## config.mk

```make
export PLATFORM = sky130hd
export DESIGN_NAME = uart_io_port_flat
export DESIGN_NICKNAME = d
export VERILOG_FILES = /design/src/rtl/uart_io_port_if.sv /design/src/rtl/uart_io_port.sv /design/src/flat_wrapper.sv
export SDC_FILE = /design/constraint.sdc
export NUM_CORES = 1
export LEC_CHECK = 0
export CAP_MARGIN = 20
export CORE_AREA = 2 2 170 172
export DETAILED_ROUTE_END_ITERATION = 12
export DIE_AREA = 0 0 172 174
export GPL_TIMING_DRIVEN = 0
export PLACE_DENSITY_LB_ADDON = 0.1
export SKIP_LAST_GASP = 1
export SLEW_MARGIN = 20
export SYNTH_ARGS = -nofsm -noshare
export SYNTH_HDL_FRONTEND = slang
export SYNTH_SLANG_ARGS = --single-unit
```

## constraint.sdc

```tcl
create_clock -name clk -period 3.7 [get_ports clk]
set_input_delay 0.74 -clock clk [delete_from_list [all_inputs] [get_ports clk]]
set_output_delay 0.74 -clock clk [all_outputs]
set_load 0.005 [all_outputs]
```

## src/rtl/uart_io_port_if.sv

```systemverilog
// rtl/uart_io_port_if.sv - CPU I/O bus and byte-UART handshake bundle for uart_io_port
interface uart_io_port_if;
    logic        io_rd;
    logic        io_wr;
    logic [15:0] io_addr;
    logic [15:0] io_dout;
    logic [15:0] io_din;
    logic        uart_wr;
    logic [7:0]  uart_tx_data;
    logic        uart_busy;
    logic        uart_rd;
    logic [7:0]  uart_rx_data;
    logic        uart_valid;
    logic        rx_avail;

    modport slave (
        input  io_rd, io_wr, io_addr, io_dout, uart_busy, uart_rx_data, uart_valid,
        output io_din, uart_wr, uart_tx_data, uart_rd, rx_avail
    );

    modport master (
        output io_rd, io_wr, io_addr, io_dout, uart_busy, uart_rx_data, uart_valid,
        input  io_din, uart_wr, uart_tx_data, uart_rd, rx_avail
    );
endinterface

```

## src/rtl/uart_io_port.sv

```systemverilog
// rtl/uart_io_port.sv - memory-mapped UART responder with RX/TX byte FIFOs and status register
module uart_io_port #(
    parameter logic [15:0] BASE_ADDR = 16'h4000,
    parameter int          RX_DEPTH  = 8,
    parameter int          TX_DEPTH  = 8
) (
    input  logic           clk,
    input  logic           resetq,
    uart_io_port_if.slave  bus
);
    localparam int RX_AW = $clog2(RX_DEPTH);
    localparam int TX_AW = $clog2(TX_DEPTH);
    localparam logic [RX_AW-1:0] RX_PTR_ONE  = 1;
    localparam logic [TX_AW-1:0] TX_PTR_ONE  = 1;
    localparam logic [RX_AW:0]   RX_CNT_ONE  = 1;
    localparam logic [TX_AW:0]   TX_CNT_ONE  = 1;
    localparam logic [RX_AW:0]   RX_CNT_FULL = (RX_AW+1)'(RX_DEPTH);
    localparam logic [TX_AW:0]   TX_CNT_FULL = (TX_AW+1)'(TX_DEPTH);

    typedef enum logic       {RX_IDLE, RX_ACK} rx_state_t;
    typedef enum logic [1:0] {TX_IDLE, TX_HOLD, TX_BUSY} tx_state_t;

    logic [7:0]       r_rx_mem [RX_DEPTH];
    logic [7:0]       r_tx_mem [TX_DEPTH];
    logic [RX_AW-1:0] r_rx_wp, r_rx_rp;
    logic [TX_AW-1:0] r_tx_wp, r_tx_rp;
    logic [RX_AW:0]   r_rx_cnt;
    logic [TX_AW:0]   r_tx_cnt;
    logic             r_rx_ovr;
    rx_state_t        r_rx_st;
    tx_state_t        r_tx_st;
    logic             r_hold_cnt;
    logic             r_uart_rd;
    logic             r_uart_wr;
    logic [7:0]       r_uart_tx_data;

    logic w_sel_rx, w_sel_tx, w_sel_st;
    logic w_rx_empty, w_rx_full, w_tx_empty, w_tx_full;
    logic w_rx_pop, w_rx_cap, w_rx_push, w_rx_flush;
    logic w_tx_pop, w_tx_push, w_tx_flush, w_st_rd;
    logic [3:0] w_rx_cnt_sat;
    logic w_unused;

    assign w_sel_rx   = (bus.io_addr == BASE_ADDR);
    assign w_sel_tx   = (bus.io_addr == BASE_ADDR + 16'd1);
    assign w_sel_st   = (bus.io_addr == BASE_ADDR + 16'd2);
    assign w_rx_empty = (r_rx_cnt == '0);
    assign w_rx_full  = (r_rx_cnt == RX_CNT_FULL);
    assign w_tx_empty = (r_tx_cnt == '0);
    assign w_tx_full  = (r_tx_cnt == TX_CNT_FULL);

    // A CPU pop in the same cycle frees a slot, so a capture into a full FIFO still lands
    assign w_rx_pop   = bus.io_rd & w_sel_rx & ~w_rx_empty;
    assign w_rx_cap   = (r_rx_st == RX_IDLE) & bus.uart_valid;
    assign w_rx_push  = w_rx_cap & (~w_rx_full | w_rx_pop);
    assign w_rx_flush = bus.io_wr & w_sel_st & bus.io_dout[0];
    assign w_tx_pop   = (r_tx_st == TX_IDLE) & ~w_tx_empty & ~bus.uart_busy;
    assign w_tx_push  = bus.io_wr & w_sel_tx & (~w_tx_full | w_tx_pop);
    assign w_tx_flush = bus.io_wr & w_sel_st & bus.io_dout[1];
    assign w_st_rd    = bus.io_rd & w_sel_st;
    assign w_unused   = ^bus.io_dout[15:8];

    always_comb begin
        w_rx_cnt_sat = 4'(r_rx_cnt);
        if (32'(r_rx_cnt) > 15) w_rx_cnt_sat = 4'hF;
    end

    always_comb begin
        bus.io_din = 16'h0000;
        if (w_sel_rx && !w_rx_empty)
            bus.io_din = {8'h00, r_rx_mem[r_rx_rp]};
        else if (w_sel_st)
            bus.io_din = {8'h00, w_rx_cnt_sat, w_tx_empty, r_rx_ovr, w_tx_full, ~w_rx_empty};
    end

    assign bus.rx_avail     = ~w_rx_empty;
    assign bus.uart_rd      = r_uart_rd;
    assign bus.uart_wr      = r_uart_wr;
    assign bus.uart_tx_data = r_uart_tx_data;

    always_ff @(posedge clk) begin
        if (w_rx_push) r_rx_mem[r_rx_wp] <= bus.uart_rx_data;
        if (w_tx_push) r_tx_mem[r_tx_wp] <= bus.io_dout[7:0];
    end

    always_ff @(posedge clk or negedge resetq) begin
        if (!resetq) begin
            r_rx_wp  <= '0;
            r_rx_rp  <= '0;
            r_rx_cnt <= '0;
            r_rx_ovr <= 1'b0;
        end else begin
            if (w_rx_flush) begin
                r_rx_wp  <= '0;
                r_rx_rp  <= '0;
                r_rx_cnt <= '0;
            end else begin
                if (w_rx_push) r_rx_wp <= r_rx_wp + RX_PTR_ONE;
                if (w_rx_pop)  r_rx_rp <= r_rx_rp + RX_PTR_ONE;
                if (w_rx_push && !w_rx_pop)      r_rx_cnt <= r_rx_cnt + RX_CNT_ONE;
                else if (!w_rx_push && w_rx_pop) r_rx_cnt <= r_rx_cnt - RX_CNT_ONE;
            end
            if (w_rx_cap && w_rx_full && !w_rx_pop) r_rx_ovr <= 1'b1;
            else if (w_st_rd)                       r_rx_ovr <= 1'b0;
        end
    end

    always_ff @(posedge clk or negedge resetq) begin
        if (!resetq) begin
            r_tx_wp  <= '0;
            r_tx_rp  <= '0;
            r_tx_cnt <= '0;
        end else if (w_tx_flush) begin
            r_tx_wp  <= '0;
            r_tx_rp  <= '0;
            r_tx_cnt <= '0;
        end else begin
            if (w_tx_push) r_tx_wp <= r_tx_wp + TX_PTR_ONE;
            if (w_tx_pop)  r_tx_rp <= r_tx_rp + TX_PTR_ONE;
            if (w_tx_push && !w_tx_pop)      r_tx_cnt <= r_tx_cnt + TX_CNT_ONE;
            else if (!w_tx_push && w_tx_pop) r_tx_cnt <= r_tx_cnt - TX_CNT_ONE;
        end
    end

    // RX_ACK holds off until the UART drops valid so one byte is never captured twice
    always_ff @(posedge clk or negedge resetq) begin
        if (!resetq) begin
            r_rx_st   <= RX_IDLE;
            r_uart_rd <= 1'b0;
        end else begin
            r_uart_rd <= 1'b0;
            if (r_rx_st == RX_IDLE) begin
                if (bus.uart_valid) begin
                    r_uart_rd <= 1'b1;
                    r_rx_st   <= RX_ACK;
                end
            end else if (!bus.uart_valid) begin
                r_rx_st <= RX_IDLE;
            end
        end
    end

    always_ff @(posedge clk or negedge resetq) begin
        if (!resetq) begin
            r_tx_st        <= TX_IDLE;
            r_hold_cnt     <= 1'b0;
            r_uart_wr      <= 1'b0;
            r_uart_tx_data <= 8'h00;
        end else begin
            r_uart_wr <= 1'b0;
            case (r_tx_st)
                TX_IDLE: begin
                    if (w_tx_pop) begin
                        r_uart_tx_data <= r_tx_mem[r_tx_rp];
                        r_uart_wr      <= 1'b1;
                        r_hold_cnt     <= 1'b0;
                        r_tx_st        <= TX_HOLD;
                    end
                end
                // Leave HOLD after two cycles even if busy never shows, so a missed busy cannot stall TX
                TX_HOLD: begin
                    if (bus.uart_busy || r_hold_cnt) r_tx_st <= TX_BUSY;
                    else                             r_hold_cnt <= 1'b1;
                end
                TX_BUSY: begin
                    if (!bus.uart_busy) r_tx_st <= TX_IDLE;
                end
                default: r_tx_st <= TX_IDLE;
            endcase
        end
    end
endmodule
```

## src/flat_wrapper.sv

```systemverilog
// flat-port wrapper written by rule: the top's interface ports become plain ports
module uart_io_port_flat 
#(
    parameter logic [15:0] BASE_ADDR = 16'h4000,
    parameter int          RX_DEPTH  = 8,
    parameter int          TX_DEPTH  = 8
)
  (clk, resetq, bus_io_rd, bus_io_wr, bus_io_addr, bus_io_dout, bus_uart_busy, bus_uart_rx_data, bus_uart_valid, bus_io_din, bus_uart_wr, bus_uart_tx_data, bus_uart_rd, bus_rx_avail);
  uart_io_port_if bus_i ();
  input  logic clk;
  input  logic resetq;
  input wire logic [$bits(bus_i.io_rd)-1:0] bus_io_rd;
  input wire logic [$bits(bus_i.io_wr)-1:0] bus_io_wr;
  input wire logic [$bits(bus_i.io_addr)-1:0] bus_io_addr;
  input wire logic [$bits(bus_i.io_dout)-1:0] bus_io_dout;
  input wire logic [$bits(bus_i.uart_busy)-1:0] bus_uart_busy;
  input wire logic [$bits(bus_i.uart_rx_data)-1:0] bus_uart_rx_data;
  input wire logic [$bits(bus_i.uart_valid)-1:0] bus_uart_valid;
  output wire logic [$bits(bus_i.io_din)-1:0] bus_io_din;
  output wire logic [$bits(bus_i.uart_wr)-1:0] bus_uart_wr;
  output wire logic [$bits(bus_i.uart_tx_data)-1:0] bus_uart_tx_data;
  output wire logic [$bits(bus_i.uart_rd)-1:0] bus_uart_rd;
  output wire logic [$bits(bus_i.rx_avail)-1:0] bus_rx_avail;
  assign bus_i.io_rd = bus_io_rd;
  assign bus_i.io_wr = bus_io_wr;
  assign bus_i.io_addr = bus_io_addr;
  assign bus_i.io_dout = bus_io_dout;
  assign bus_i.uart_busy = bus_uart_busy;
  assign bus_i.uart_rx_data = bus_uart_rx_data;
  assign bus_i.uart_valid = bus_uart_valid;
  assign bus_io_din = bus_i.io_din;
  assign bus_uart_wr = bus_i.uart_wr;
  assign bus_uart_tx_data = bus_i.uart_tx_data;
  assign bus_uart_rd = bus_i.uart_rd;
  assign bus_rx_avail = bus_i.rx_avail;
  uart_io_port #(.BASE_ADDR(BASE_ADDR), .RX_DEPTH(RX_DEPTH), .TX_DEPTH(TX_DEPTH)) u_core (.clk(clk), .resetq(resetq), .bus(bus_i));
endmodule
```

==> metrics.txt, run 1 <==
first-pass GRT wire length=25.4 mm; Slew headroom=31.5%; WP data required=2.96 ns; fin nets=583; worst clock skew=0.0127 ns; cts bufs inserted=17; pin count of the biggest net entering global routing=20; Synth Instances=426; clk_lat worst skew=0.43 ns; CP bufs+invs=3; biggest area consumer among synthesized cells=edfxtp_1; crit path max fanout=4; Max VDD drop=0.308 mV; total track usage=11.8%; vias post-DR=3937; r2r worst-path depth=12; unique cell type count in the Yosys netlist=47; most numerous cell in the Yosys netlist=edfxtp_1; P_sw=1620 µW; total iterations of the first detailed-routing run=4; top cells by area, synth=edfxtp_1 55%, dfrtp_1 13%, mux4_2 10%, mux2i_1 2.9%, nor2_1 2.0%; Die Width=172 µm; H-tree depth=4; Final setup viols=0; Post-DP HPWL=11.3 mm; WL per Instance=18.2 µm; die area=0.0299 mm²; layout cells sized above 1=24.3%; vias in the first global route=4206; synthesized cell area=0.00694 mm²; Area Overhead vs Synth=28.2%; Max Slew Vio Count=0; switching share of total power=30.7%; GP Congestion=0.706; outcome=completed; warning count from the yosys run=0; top cell family by delay on the critical path=simple AND/OR/NAND/NOR gates; # IOs=73; Final ANT Viol Nets=0; fmax=274 MHz; final WL=16.8 mm; Max clock buf depth=2; Post-synth EDFFs=128; Die Y-Extent=174 µm; Clock Tree Root=clkbuf_16; Slowest-stage cell, CP=or4_4; synth cell count leaders=128 x edfxtp_1, 37 x nor2_1, 35 x dfrtp_1, 32 x mux4_2, 20 x mux2i_1; cell-internal power=3660 µW; # fillers=2830; TritonCTS clock tree=done; Max Cap Viol=0; Largest stage delay, worst path=0.58 ns; initial core utilization=24.6%; clock power share=33.0%; n_diodes=0; initial antenna violation count=1; top-area cell type share of the netlist area=55.4%; # DRC=0; post-synthesis sequential area ratio=68.0%; CP dominant cell by count=or4_4; WP depth=6; Post-synth ARST share=21.5%; final hold vios=0; pin slew with the least headroom to its limit=1.02 ns; Main synth FF type=edfxtp_1; Core ar.=0.0282 mm²; routed vias/inst=4.27; Mean Syn Cell Area=16.3 µm²; RSZ-0062 raised after global routing=true; violation count after the first detailed-routing iteration=222; WP data arrival=2.91 ns; Pwr Density=594 mW/mm²; crit path cell chain=clkdlybuf4s50_1 > or4_4 > or4_4 > buf_4 > o22ai_2 > dlygate4sd2_1; Yosys reg bits=163; crit path time final=3.65 ns; GRT overflow=0; final setup margin=0.0477 ns; row cnt=62; Port Buffer Count=56; clock sink count=163; Clk pin slew, worst setup/hold paths=0.08 ns; period utilization=98.7%; LEAKAGE=0.00313 µW; Final Total Pwr=5280 µW; kind of end point of the critical path=output pin; WS Path Type=input pin to output pin; Reg power frac=43.5%; Place WS=-0.598 ns; combinational fraction of design power=23.4%; critical path launch point type=input pin; worst hold path type=input pin to async pin
==> flip-flops by register name (all words and copies together), names as in the netlist <==
name	cells
u_core.r_tx_st	2
u_core.r_tx_wp	3
u_core.bus.uart_wr	1
u_core.r_tx_rp	3
u_core.r_rx_ovr	1
u_core.bus.uart_rd	1
u_core.r_rx_mem	64
u_core.r_tx_cnt	4
u_core.r_rx_st	1
u_core.r_hold_cnt	1
u_core.bus.uart_tx_data	8
u_core.r_tx_mem	64
u_core.r_rx_rp	3
u_core.r_rx_wp	3
u_core.r_rx_cnt	4
==> final cells by class <==
type                            count  area (µm²)  share of cell area [%]
Buffer                             26         143                    1.60
Clock buffer                       17         425                    4.78
Clock inverter                     15         163                    1.83
Inverter                           12        45.0                   0.507
Multi-Input combinational cell    232        2200                    24.8
Sequential cell                   163        4720                    53.1
Tap cell                          384         480                    5.40
Timing Repair Buffer               73         714                    8.03
==> worst register-to-register path: cells and delay by family, from the launching register on <==
family	cells	cell delay, ns
AND/OR/NAND/NOR	3	1.25
adder cells (fa/ha/maj)	2	0.52
AO/OA/AOI/OAI	3	0.52
buffers and inverters	3	0.49
flip-flops	1	0.43
XOR/XNOR	1	0.10
==> power by group through the flow <==
stage | registers [µW] | clock network [µW] | logic, µW
global route | 2330 | 1880 | 1390
finish | 2300 | 1750 | 1240
CTS | 2300 | 1810 | 1250
floorplan | 2310 | 0 | 787
detailed placement | 2340 | 0 | 1240
global placement | 2330 | 0 | 1200
==> cells in the final DEF, fill, tap and decap left out, types with 5 or more instances in the layout <==
cell type        instances
conb_1                   8
mux2i_1                 20
inv_8                    5
inv_1                   12
buf_2                    7
xnor2_1                  6
buf_4                   23
nor3_2                   6
edfxtp_1               128
clkbuf_16               17
xor2_1                   6
dfrtp_1                 35
nor2_1                  34
mux4_2                  32
nand2b_1                 9
nand2_1                 17
clkbuf_1                 5
a21oi_1                 19
buf_1                    5
clkdlybuf4s50_1         48
ha_1                     9
==> kinds of logic after synthesis <==
group	count (synthesis)	synth area share, %
AOI/OAI and AO/OA	42	3.70
xor gates and xnor gates	12	1.52
adders and majority gates	12	2.38
buffers and inverters	38	2.62
DFF	163	68.0
muxes	52	13.3
other	1	0.0541
and+or+nand+nor	106	8.41
==> per-layer routing <==
layer	GRT usage, %	share of wire, %	routed length [µm]	up-vias
li1	-	-	-	1820
met1	15.4	46	7720	2035
met2	19.7	50	8410	68
met3	2.69	2.8	477	12
met4	3.50	0.87	146	2
met5	0	0.078	13	-
==> final timing paths <==
| kind | start | endpoint | slack, ns |
|---|---|---|---|
| worst max-delay path | bus_io_addr[5] | bus_io_din[3] | 0.05 |
| worst min-delay path | resetq | u_core.r_rx_cnt[1]$_DFFE_PN0P_ | 0.27 |
| worst max register to register | u_core.r_tx_cnt[3]$_DFFE_PN0P_ | u_core.r_tx_cnt[3]$_DFFE_PN0P_ | 0.34 |
| worst min register to register | u_core.r_hold_cnt$_DFFE_PN0P_ | u_core.r_hold_cnt$_DFFE_PN0P_ | 0.53 |
| max in group asynchronous | resetq | u_core.bus.uart_wr$_DFF_PN0_ | 2.94 |
| min in group clk | u_core.r_hold_cnt$_DFFE_PN0P_ | u_core.r_hold_cnt$_DFFE_PN0P_ | 0.53 |
==> per-stage QoR <==
step,utilization [%],hold WS [ns],instance area (µm²),cells,TNS [ns]
global route,31.5,0.289,8890,922,-0.103
CTS,31.2,0.260,8810,920,-0.308
floorplan,-,0.444,6960,433,0
detailed placement,28.8,0.508,8130,882,-15.36
finish,31.5,0.270,8890,922,0
global placement,28.3,0.487,8000,873,-64.86
==> what timing repair did <==
action                                  in CTS  in global routing
cloned                                       0                  0
pin swaps                                    4                  6
resized for setup                           16                 15
endpoints found under the setup margin      10                 10
hold buffers                                 0                  0
buffers inserted                             6                  2
Power figures use the tool's default switching activity.
==> inputs of run 2 (changes only) <==
--- a/config.mk
+++ b/config.mk
@@ -6,13 +6,12 @@
 export NUM_CORES = 1
 export LEC_CHECK = 0
 export CAP_MARGIN = 20
-export CORE_AREA = 2 2 170 172
+export CORE_AREA = 2 2 115 117
 export DETAILED_ROUTE_END_ITERATION = 12
-export DIE_AREA = 0 0 172 174
+export DIE_AREA = 0 0 117 119
 export GPL_TIMING_DRIVEN = 0
 export PLACE_DENSITY_LB_ADDON = 0.1
 export SKIP_LAST_GASP = 1
-export SLEW_MARGIN = 20
 export SYNTH_ARGS = -nofsm -noshare
 export SYNTH_HDL_FRONTEND = slang
 export SYNTH_SLANG_ARGS = --single-unit
==> run 2 against run 1 <==
  * Core utilization up 35 points
  * Worst hold slack better by 0.17 ns
  * Critical path depth unchanged
  * Die area down 53%
  * Fmax up 1.2%
  * Via count down 1.2%
==> metrics.txt, run 2 (synthesis gave the netlist of run 1 again) <==
# fillers=917 (was 2830); TritonCTS clock tree=done (unchanged); Pwr Density=623 mW/mm² (was 594 mW/mm²); clk_lat worst skew=0.41 ns (was 0.43 ns); cts bufs inserted=17 (unchanged); worst clock skew=0.00560 ns (was 0.0127 ns); total track usage=21.0% (was 11.8%); fmax=277 MHz (was 274 MHz); # IOs=73 (unchanged); initial antenna violation count=0 (was 1); Die Y-Extent=119 µm (was 174 µm); Final setup viols=0 (unchanged); Max clock buf depth=2 (unchanged); Clock Tree Root=clkbuf_16 (unchanged); Port Buffer Count=56 (unchanged); WS Path Type=input pin to output pin (unchanged); Die Width=117 µm (was 172 µm); WP data arrival=2.87 ns (was 2.91 ns); crit path max fanout=3 (was 4); kind of end point of the critical path=output pin (unchanged); period utilization=97.6% (was 98.7%); crit path time final=3.61 ns (was 3.65 ns); Final ANT Viol Nets=0 (unchanged); violation count after the first detailed-routing iteration=265 (was 222); placed insts=667 (was 882); WL per Instance=19.2 µm (was 18.2 µm); GRT overflow=0 (unchanged); worst hold path type=input pin to async pin (unchanged); outcome=completed (unchanged); LEAKAGE=0.00305 µW (was 0.00313 µW); Max Cap Viol=0 (unchanged); routed vias/inst=5.52 (was 4.27); clock sink count=163 (unchanged); WP data required=2.96 ns (about the same); vias in the first global route=3852 (was 4206); final WL=13.5 mm (was 16.8 mm); pin count of the biggest net entering global routing=36 (was 20); total iterations of the first detailed-routing run=4 (unchanged); pin slew with the least headroom to its limit=0.890 ns (was 1.02 ns); final non-filler cell total=705 (was 922); Core ar.=0.0129 mm² (was 0.0282 mm²); fin nets=574 (was 583); vias post-DR=3890 (was 3937); # DRC=0 (unchanged); layout cells sized above 1=20.0% (was 24.3%); Final Total Pwr=5290 µW (was 5280 µW); critical path launch point type=input pin (unchanged); H-tree depth=4 (unchanged); Clk pin slew, worst setup/hold paths=0.06 ns (was 0.08 ns); Max Slew Vio Count=0 (unchanged); commonest non-fill, non-tap cell in the layout=edfxtp_1 (unchanged); GP Congestion=0.799 (was 0.706); first-pass GRT wire length=21.1 mm (was 25.4 mm); most frequent cells in the layout=128 x edfxtp_1, 48 x clkdlybuf4s50_1, 37 x nor2_1 (was 128 x edfxtp_1, 48 x clkdlybuf4s50_1, 35 x dfrtp_1); initial core utilization=53.9% (was 24.6%); RSZ-0062 raised after global routing=true (unchanged); die area=0.0139 mm² (was 0.0299 mm²); Area Overhead vs Synth=22.6% (was 28.2%); R2R Setup Slk=0.38 ns (was 0.34 ns); row cnt=42 (was 62); Max VDD drop=0.544 mV (was 0.308 mV); n_diodes=0 (unchanged); Slew headroom=40.4% (was 31.5%); Post-DP HPWL=8.99 mm (was 11.3 mm); final hold vios=0 (unchanged); Setup TNS=0 ns (unchanged)
run 2: metrics by stage:
| step | worst slack [ns] | hold slack, ns | instance area (µm²) | utilization (%) |
|---|---|---|---|---|
| 6_report | 0.0900 | 0.440 | 8500 | 66.0 |
| 5_1_grt | -0.0705 | 0.505 | 8500 | 66.0 |
| 4_1_cts | 0.00483 | 0.450 | 8440 | 65.5 |
| 3_5_place_dp | -0.509 | 0.492 | 7790 | 60.5 |
| 3_3_place_gp | -0.843 | 0.484 | 7740 | 60.1 |
| 2_1_floorplan | 0.391 | 0.444 | 6960 | - |
run 2: worst paths after layout:
check	startpoint	endpoint	cells past startpoint
min in group clk	u_core.r_hold_cnt$_DFFE_PN0P_	u_core.r_hold_cnt$_DFFE_PN0P_	1
worst min register to register	u_core.r_hold_cnt$_DFFE_PN0P_	u_core.r_hold_cnt$_DFFE_PN0P_	1
worst min-delay path	resetq	u_core.r_rx_st$_DFF_PN0_	1
max in group asynchronous	resetq	u_core.bus.uart_tx_data[0]$_DFFE_PN0P_	1
worst max register to register	u_core.r_tx_cnt[3]$_DFFE_PN0P_	u_core.r_tx_cnt[3]$_DFFE_PN0P_	12
worst max-delay path	bus_io_addr[3]	bus_io_din[1]	6
run 2: timing repair:
action,4_1_cts,5_1_grt
gates resized for setup,6,9
hold buffers,0,0
buffers inserted,3,3
pin swaps,3,3
endpoints found under the setup margin,9,6
run 2: layer usage:
layer  wire length, µm  track usage (%)
met3               436             4.43
met5                 0                0
met2              7370             35.9
met4               118             6.25
met1              5600             27.1
run 2: where the power goes:
part           switching, µW  total, µW  internal (µW)
clock                    669       1820           1150
sequential               127       2300           2170
combinational            602       1170            571
run 2: final cells by class:
cell class                 instances  area (µm²)  share of cell area (%)
sequential                       163        4720                    55.5
multi-input combinational        232        2140                    25.2
timing repair buffer              64         616                    7.24
clock buffer                      20         447                    5.26
tap                              176         220                    2.59
clock inverter                    12         176                    2.08
buffer                            26         138                    1.62
inverter                          12        45.0                   0.530
run 2: critical path, cell delays in order:
cell	delay, ns
clkdlybuf4s50_1	0.46
or4_4	0.58
nor4_4	0.35
nand3_2	0.13
o21ai_2	0.09
clkdlybuf4s50_1	0.51
